[config.mk]
export PLATFORM = sky130hd
export DESIGN_NAME = dcache_responder_flat
export DESIGN_NICKNAME = d
export VERILOG_FILES = /design/src/rtl/dcache_responder_if.sv /design/src/rtl/dcache_responder.sv /design/src/flat_wrapper.sv
export SDC_FILE = /design/constraint.sdc
export NUM_CORES = 2
export LEC_CHECK = 0
export BUFFER_PORTS_ARGS = -buffer_cell sky130_fd_sc_hd__buf_2
export CORE_MARGIN = 10
export CORE_UTILIZATION = 35
export CTS_CLUSTER_SIZE = 40
export DETAILED_ROUTE_END_ITERATION = 10
export PLACE_DENSITY = 0.47
export REMOVE_ABC_BUFFERS = 1
export SLEW_MARGIN = 40
export SYNTH_ARGS = -nofsm -noshare
export SYNTH_HDL_FRONTEND = slang
export SYNTH_SLANG_ARGS = --single-unit
[constraint.sdc]
create_clock -name clk -period 14.7 [get_ports clk]
set_input_delay 1.47 -clock clk [delete_from_list [all_inputs] [get_ports clk]]
set_output_delay 1.47 -clock clk [all_outputs]
set_load 0.05 [all_outputs]
[src/rtl/dcache_responder_if.sv]
// Pipeline request/response and word-serial memory bus for dcache_responder.
// slave = the cache controller, master = pipeline memory stage plus main memory.
interface dcache_responder_if;
    logic        req_valid;
    logic        req_we;
    logic        req_is_word;
    logic [31:0] req_addr;
    logic [31:0] req_wdata;
    logic        resp_valid;
    logic [31:0] resp_rdata;
    logic        cache_hit;
    logic        cache_dirty;
    logic        stall;
    logic        mem_req;
    logic        mem_we;
    logic [31:0] mem_addr;
    logic [31:0] mem_wdata;
    logic        mem_ack;
    logic [31:0] mem_rdata;

    modport master (
        output req_valid, req_we, req_is_word, req_addr, req_wdata, mem_ack, mem_rdata,
        input  resp_valid, resp_rdata, cache_hit, cache_dirty, stall,
               mem_req, mem_we, mem_addr, mem_wdata
    );

    modport slave (
        input  req_valid, req_we, req_is_word, req_addr, req_wdata, mem_ack, mem_rdata,
        output resp_valid, resp_rdata, cache_hit, cache_dirty, stall,
               mem_req, mem_we, mem_addr, mem_wdata
    );
endinterface

[src/rtl/dcache_responder.sv]
// Direct-mapped write-back data cache controller with word-serial writeback/refill.
// Define DCACHE_STATS_EN to add hit/miss/writeback counters.
module dcache_responder #(
    parameter int LINES = 16,
    parameter int WORDS = 4
) (
    input  logic              clk,
    input  logic              rst_b,
    dcache_responder_if.slave bus
`ifdef DCACHE_STATS_EN
    ,
    output logic [31:0]       stat_hits,
    output logic [31:0]       stat_misses,
    output logic [31:0]       stat_writebacks
`endif
);
    localparam int OFF_W = $clog2(WORDS);
    localparam int IDX_W = $clog2(LINES);
    localparam int TAG_W = 30 - OFF_W - IDX_W;

    typedef enum logic [2:0] {IDLE, LOOKUP, WRITEBACK, REFILL, RESPOND} state_t;

    state_t           state;
    logic             r_we, r_is_word, refilled;
    logic [31:0]      r_addr, r_wdata;
    logic [OFF_W-1:0] beat, nxt_beat;
    logic [31:0]      data_q [LINES][WORDS];
    logic [TAG_W-1:0] tag_q [LINES];
    logic [LINES-1:0] valid_q, dirty_q;

    logic [IDX_W-1:0] idx;
    logic [TAG_W-1:0] tag;
    logic [OFF_W-1:0] woff;
    logic [1:0]       boff;
    logic             hit, last_beat;
    logic [31:0]      cur_word, st_word, ld_word;

    assign idx       = r_addr[2+OFF_W +: IDX_W];
    assign tag       = r_addr[31 -: TAG_W];
    assign woff      = r_addr[2 +: OFF_W];
    assign boff      = r_addr[1:0];
    assign hit       = valid_q[idx] && (tag_q[idx] == tag);
    assign nxt_beat  = beat + 1'b1;
    assign last_beat = (beat == OFF_W'(WORDS - 1));
    assign cur_word  = data_q[idx][woff];
    assign ld_word   = r_is_word ? cur_word : {24'b0, cur_word[8*boff +: 8]};

    // Byte stores replace only the addressed lane; word stores replace all four.
    for (genvar i = 0; i < 4; i++) begin : g_lane
        assign st_word[8*i +: 8] = r_is_word          ? r_wdata[8*i +: 8] :
                                   (boff == 2'(i))    ? r_wdata[7:0]      : cur_word[8*i +: 8];
    end

    assign bus.cache_hit   = (state == LOOKUP) && hit;
    assign bus.cache_dirty = (state == LOOKUP) && dirty_q[idx];
    assign bus.stall       = (state != IDLE) || bus.req_valid;

    always_ff @(posedge clk) begin
        if (rst_b) begin
            state         <= IDLE;
            valid_q       <= '0;
            dirty_q       <= '0;
            r_we          <= 1'b0;
            r_is_word     <= 1'b0;
            r_addr        <= '0;
            r_wdata       <= '0;
            beat          <= '0;
            refilled      <= 1'b0;
            bus.resp_valid <= 1'b0;
            bus.resp_rdata <= '0;
            bus.mem_req   <= 1'b0;
            bus.mem_we    <= 1'b0;
            bus.mem_addr  <= '0;
            bus.mem_wdata <= '0;
`ifdef DCACHE_STATS_EN
            stat_hits       <= '0;
            stat_misses     <= '0;
            stat_writebacks <= '0;
`endif
        end else begin
            bus.resp_valid <= 1'b0;
            case (state)
                IDLE: if (bus.req_valid) begin
                    r_we      <= bus.req_we;
                    r_is_word <= bus.req_is_word;
                    r_addr    <= bus.req_addr;
                    r_wdata   <= bus.req_wdata;
                    refilled  <= 1'b0;
                    state     <= LOOKUP;
                end
                LOOKUP: if (hit) begin
                    if (r_we) begin
                        data_q[idx][woff] <= st_word;
                        dirty_q[idx]      <= 1'b1;
                        valid_q[idx]      <= 1'b1;
                    end else begin
                        bus.resp_rdata <= ld_word;
                    end
                    bus.resp_valid <= 1'b1;
                    state          <= RESPOND;
`ifdef DCACHE_STATS_EN
                    if (!refilled) stat_hits <= stat_hits + 1'b1;
`endif
                end else begin
                    beat  <= '0;
                    state <= (valid_q[idx] && dirty_q[idx]) ? WRITEBACK : REFILL;
`ifdef DCACHE_STATS_EN
                    stat_misses <= stat_misses + 1'b1;
`endif
                end
                WRITEBACK: if (!bus.mem_req) begin
                    bus.mem_req   <= 1'b1;
                    bus.mem_we    <= 1'b1;
                    bus.mem_addr  <= {tag_q[idx], idx, {OFF_W{1'b0}}, 2'b00};
                    bus.mem_wdata <= data_q[idx][0];
                end else if (bus.mem_ack) begin
                    if (last_beat) begin
                        // Chain straight into the first refill beat, keeping mem_req high.
                        dirty_q[idx] <= 1'b0;
                        beat         <= '0;
                        bus.mem_we   <= 1'b0;
                        bus.mem_addr <= {tag, idx, {OFF_W{1'b0}}, 2'b00};
                        state        <= REFILL;
`ifdef DCACHE_STATS_EN
                        stat_writebacks <= stat_writebacks + 1'b1;
`endif
                    end else begin
                        beat          <= nxt_beat;
                        bus.mem_addr  <= {tag_q[idx], idx, nxt_beat, 2'b00};
                        bus.mem_wdata <= data_q[idx][nxt_beat];
                    end
                end
                REFILL: if (!bus.mem_req) begin
                    bus.mem_req  <= 1'b1;
                    bus.mem_we   <= 1'b0;
                    bus.mem_addr <= {tag, idx, {OFF_W{1'b0}}, 2'b00};
                end else if (bus.mem_ack) begin
                    data_q[idx][beat] <= bus.mem_rdata;
                    if (last_beat) begin
                        bus.mem_req  <= 1'b0;
                        tag_q[idx]   <= tag;
                        valid_q[idx] <= 1'b1;
                        dirty_q[idx] <= 1'b0;
                        refilled     <= 1'b1;
                        beat         <= '0;
                        state        <= LOOKUP;
                    end else begin
                        beat         <= nxt_beat;
                        bus.mem_addr <= {tag, idx, nxt_beat, 2'b00};
                    end
                end
                RESPOND: state <= IDLE;
                default: state <= IDLE;
            endcase
        end
    end
endmodule

[src/flat_wrapper.sv]
// flat-port wrapper written by rule: the top's interface ports become plain ports
module dcache_responder_flat 
#(
    parameter int LINES = 16,
    parameter int WORDS = 4
)
  (clk, rst_b, bus_req_valid, bus_req_we, bus_req_is_word, bus_req_addr, bus_req_wdata, bus_mem_ack, bus_mem_rdata, bus_resp_valid, bus_resp_rdata, bus_cache_hit, bus_cache_dirty, bus_stall, bus_mem_req, bus_mem_we, bus_mem_addr, bus_mem_wdata);
  dcache_responder_if bus_i ();
  input  logic clk;
  input  logic rst_b;
  input wire logic [$bits(bus_i.req_valid)-1:0] bus_req_valid;
  input wire logic [$bits(bus_i.req_we)-1:0] bus_req_we;
  input wire logic [$bits(bus_i.req_is_word)-1:0] bus_req_is_word;
  input wire logic [$bits(bus_i.req_addr)-1:0] bus_req_addr;
  input wire logic [$bits(bus_i.req_wdata)-1:0] bus_req_wdata;
  input wire logic [$bits(bus_i.mem_ack)-1:0] bus_mem_ack;
  input wire logic [$bits(bus_i.mem_rdata)-1:0] bus_mem_rdata;
  output wire logic [$bits(bus_i.resp_valid)-1:0] bus_resp_valid;
  output wire logic [$bits(bus_i.resp_rdata)-1:0] bus_resp_rdata;
  output wire logic [$bits(bus_i.cache_hit)-1:0] bus_cache_hit;
  output wire logic [$bits(bus_i.cache_dirty)-1:0] bus_cache_dirty;
  output wire logic [$bits(bus_i.stall)-1:0] bus_stall;
  output wire logic [$bits(bus_i.mem_req)-1:0] bus_mem_req;
  output wire logic [$bits(bus_i.mem_we)-1:0] bus_mem_we;
  output wire logic [$bits(bus_i.mem_addr)-1:0] bus_mem_addr;
  output wire logic [$bits(bus_i.mem_wdata)-1:0] bus_mem_wdata;
  assign bus_i.req_valid = bus_req_valid;
  assign bus_i.req_we = bus_req_we;
  assign bus_i.req_is_word = bus_req_is_word;
  assign bus_i.req_addr = bus_req_addr;
  assign bus_i.req_wdata = bus_req_wdata;
  assign bus_i.mem_ack = bus_mem_ack;
  assign bus_i.mem_rdata = bus_mem_rdata;
  assign bus_resp_valid = bus_i.resp_valid;
  assign bus_resp_rdata = bus_i.resp_rdata;
  assign bus_cache_hit = bus_i.cache_hit;
  assign bus_cache_dirty = bus_i.cache_dirty;
  assign bus_stall = bus_i.stall;
  assign bus_mem_req = bus_i.mem_req;
  assign bus_mem_we = bus_i.mem_we;
  assign bus_mem_addr = bus_i.mem_addr;
  assign bus_mem_wdata = bus_i.mem_wdata;
  dcache_responder #(.LINES(LINES), .WORDS(WORDS)) u_core (.clk(clk), .rst_b(rst_b), .bus(bus_i));
endmodule
==> flow_metrics.tcl <==
set metrics [dict create \
    cts_hold_buffers 0 \
    cts_tree "yes" \
    ys.flop_type "edfxtp_1" \
    grt_use_met1 0.2763 \
    drc 0 \
    coreArea_um2 297300 \
    row_count 200 \
    pwr-share-clk 0.418 \
    n_fill_cell 26570 \
    ir_drop_uv 82.84 \
    period_share 0.5274 \
    nets 6000 \
    async_flop_share 0 \
    seq_area_um2 77140 \
    p_int_mw 13.28 \
    synth_area_um2 104600 \
    synth_top_area_frac 0.6982 \
    synth_compound_area_frac 0.03091 \
    cts_root_buf "clkbuf_16" \
    synth_fa_ha_area_frac 0.0004785 \
    seq_power_share 0.488 \
    use_met2 0.3260 \
    slew_violations 0 \
    multi_input_area_um2 26740 \
    p_leak_nw 38.46 \
    tightest_slew_ns 0.9235 \
    crit_path_top_delay_cell "nor4_2" \
    synthMuxAreaShare 0.1694 \
    netlist_top_cells_count "edfxtp_1 (2432), mux4_2 (705), nand2_1 (633)" \
    ys_seq_elements 2636 \
    yosysWarningCount 0 \
    synth_area_per_cell_um2 18.95 \
    yosys.area_share.simple 0.04411 \
    pwr_density_cell_nw_per_um2 145.3 \
    rsz0062_at_grt "no" \
    critPathCaptureType "output port" \
    via_count 56200 \
    num_io_pins 204 \
    status "finished, final reports clean" \
    synth_top_family_by_area "multiplexers" \
    track_usage 0.2031 \
    synth-xor-area-share 0.002093 \
    die_area_um2 321100 \
    crit_arrival_ns 6.28 \
    postCtsSetupBuffers 0 \
    dpl.hpwl_mm 204.3 \
    postRouteAntennaNets 0 \
    wl_per_cell_um 33.39 \
    synth_seq_area_share 0.7372 \
    p_comb_frac 0.094 \
    synth_top_area_cell "edfxtp_1" \
    grt-ovfl-total 0 \
    cts.sinks 2636 \
    numCtsBuffers 298 \
    finalClockSkew_ns 0.06665 \
    antenna_found_initial 14 \
    routed_wl_mm 336.5 \
    area_growth_pct 15.98 \
    initial_utilization 0.3519 \
    synthTopCellsByArea "edfxtp_1 (70%), mux4_2 (15%), dfxtp_1 (3.9%), nand2_1 (2.3%), mux2i_1 (1.5%)" \
    fmaxAchievable_mhz 129.0 \
    crit_type "flop to output port" \
    max_stage_delay_ns 0.88 \
    io_buffers 201 \
    busiest_layer "met2" \
    ys_types 68 \
    grtUsageMet3 0.04036 \
    startpoint_type "flop" \
    power.switching_mw 4.346 \
    layout-drive-gt1-share 0.2855 \
    setup_ws_ns 6.948 \
    syn_inst 5520 \
    finalCriticalPeriod_ns 7.752 \
    hold_viol 0 \
    clkTransAtPathRegs_ns 0.06 \
    synth-edff-count 2432 \
    grt_max_degree 110 \
    vias_per_cell 5.577 \
    synth.most_common_cell "edfxtp_1" \
    pre_cts_slack_ns 7.436 \
    htreeDepth 5 \
    grt_pass1_vias 57220 \
    crit_top_cell "buf_4" \
    cp.required_ns 13.23 \
    clockBufferDepth 4 \
    cpLargestDelayFamily "simple AND/OR/NAND/NOR gates" \
    fp.dieW_um 566.7 \
    relSlewSlack 0.3843 \
    dr.pass1.iters 5 \
    gp_congestion 0.8474 \
    setup_viol 0 \
    cp_max_fo 36 \
    clkLatencyLatePin_ns 0.91 \
    drt_iter0_drc 6364 \
    die_h_um 566.7 \
    swShare 0.2466 \
    grt_pass1_wl_mm 466.6 \
    critPathBufInv 3 \
    cap_viol_max_count 0 \
    crit_chain "buf_4 -> buf_4 -> and2_1 -> a22o_1 -> or3_1 -> nand4_1 -> o41ai_1 -> nand4_2 -> nor4_2 -> buf_2" \
    tns_ns 0 \
    ctsResizeCount 0 \
    hold_path.class "flop to flop" \
]
## metrics by stage
| step | cells | utilization | total power, mW | hold WS [ns] | instance area (µm²) |
|---|---|---|---|---|---|
| 2_1_floorplan | 5181 | - | 10.05 | 0.4211 | 103000 |
| 3_3_place_gp | 9522 | 0.3743 | 10.39 | 0.4281 | 111300 |
| 3_5_place_dp | 9532 | 0.3754 | 10.43 | 0.4393 | 111600 |
| 4_1_cts | 10070 | 0.4077 | 17.79 | 0.4525 | 121200 |
| 5_1_grt | 10070 | 0.4080 | 18.17 | 0.4675 | 121300 |
| 6_report | 10080 | 0.4081 | 17.63 | 0.4504 | 121300 |
## power by group through the flow
stage | combinational (mW) | clock, mW | sequential (mW)
finish | 1.65 | 7.37 | 8.61
global route | 1.75 | 7.81 | 8.61
CTS | 1.66 | 7.52 | 8.61
detailed placement | 1.66 | 0 | 8.77
global placement | 1.62 | 0 | 8.76
floorplan | 1.18 | 0 | 8.87
## layout make-up
| cell class | instances | area share |
|---|---|---|
| Inverter | 19 | 0.0005879 |
| Clock buffer | 363 | 0.06544 |
| Sequential cell | 2636 | 0.6359 |
| Timing Repair Buffer | 413 | 0.02307 |
| Multi-Input combinational cell | 2526 | 0.2204 |
| Antenna cell | 8 | 0.0001650 |
| Tap cell | 3939 | 0.04063 |
| Clock inverter | 173 | 0.01385 |
## flip-flops by register name, indices dropped and copies added, names as in the netlist, named ones only
signal	count
u_core.r_wdata	32
u_core.data_q	2048
u_core.bus.mem_req	1
u_core.r_we	1
u_core.state	3
u_core.bus.mem_we	1
u_core.bus.resp_valid	1
u_core.bus.resp_rdata	32
u_core.beat	2
u_core.r_addr	32
u_core.valid_q	16
u_core.bus.mem_addr	30
u_core.r_is_word	1
u_core.bus.mem_wdata	32
u_core.tag_q	384
## cell families after synthesis
family / after synthesis
flops: 2636
buf+inv: 359
mux: 886
fa+ha+maj: 4
compound gates: 481
other cells: 1
simple gates: 1128
xor+xnor: 25
## placed cells by master, fill, tap and decap left out, types with 10 or more instances in the layout
cell type,count
o22ai_1,52
clkbuf_16,304
mux2i_1,153
a22o_1,27
dfxtp_1,192
a31oi_1,11
a221oi_1,20
nor2_1,259
xor2_1,21
clkinvlp_4,11
a21o_1,16
nor2_4,89
o21ai_0,56
a311oi_1,15
clkbuf_1,48
clkbuf_8,12
a21oi_1,133
mux2_2,28
buf_4,182
inv_1,15
edfxtp_1,2432
nor3_1,21
buf_2,203
nand2b_1,11
o211ai_1,16
clkinv_2,59
clkinv_1,55
buf_6,14
nand2_1,623
mux4_2,705
and2_1,19
a211oi_1,37
nand4_1,10
nor2b_1,17
nand3_1,15
bufinv_16,24
nor2_2,14
a22oi_1,51
## final timing paths
kind	start	end	slack [ns]	cells after the start
worst min-delay path	u_core.bus.mem_addr[5]	u_core.bus.mem_addr[5]	0.45	2
worst max register to register	flop	u_core.data_q[2][93]	7.85	12
worst max-delay path	flop	bus_cache_hit	6.95	10
worst min register to register	u_core.bus.mem_addr[5]	u_core.bus.mem_addr[5]	0.45	2
## routing by layer
metal  wire (µm)  up-vias
li1            -    23050
met1      142600    30480
met2      158400     2107
met3       22540      557
met4       12950       10
met5          57        -
## worst reg2reg max path, delay by kind of cell (launching register included)
family,cells,cell delay (ns)
buffers and inverters,5,2.78
multiplexers,4,1.86
AND/OR/NAND/NOR,2,0.70
flip-flops,1,0.66
AO/OA/AOI/OAI,1,0.31
Power figures use the tool's default switching activity.
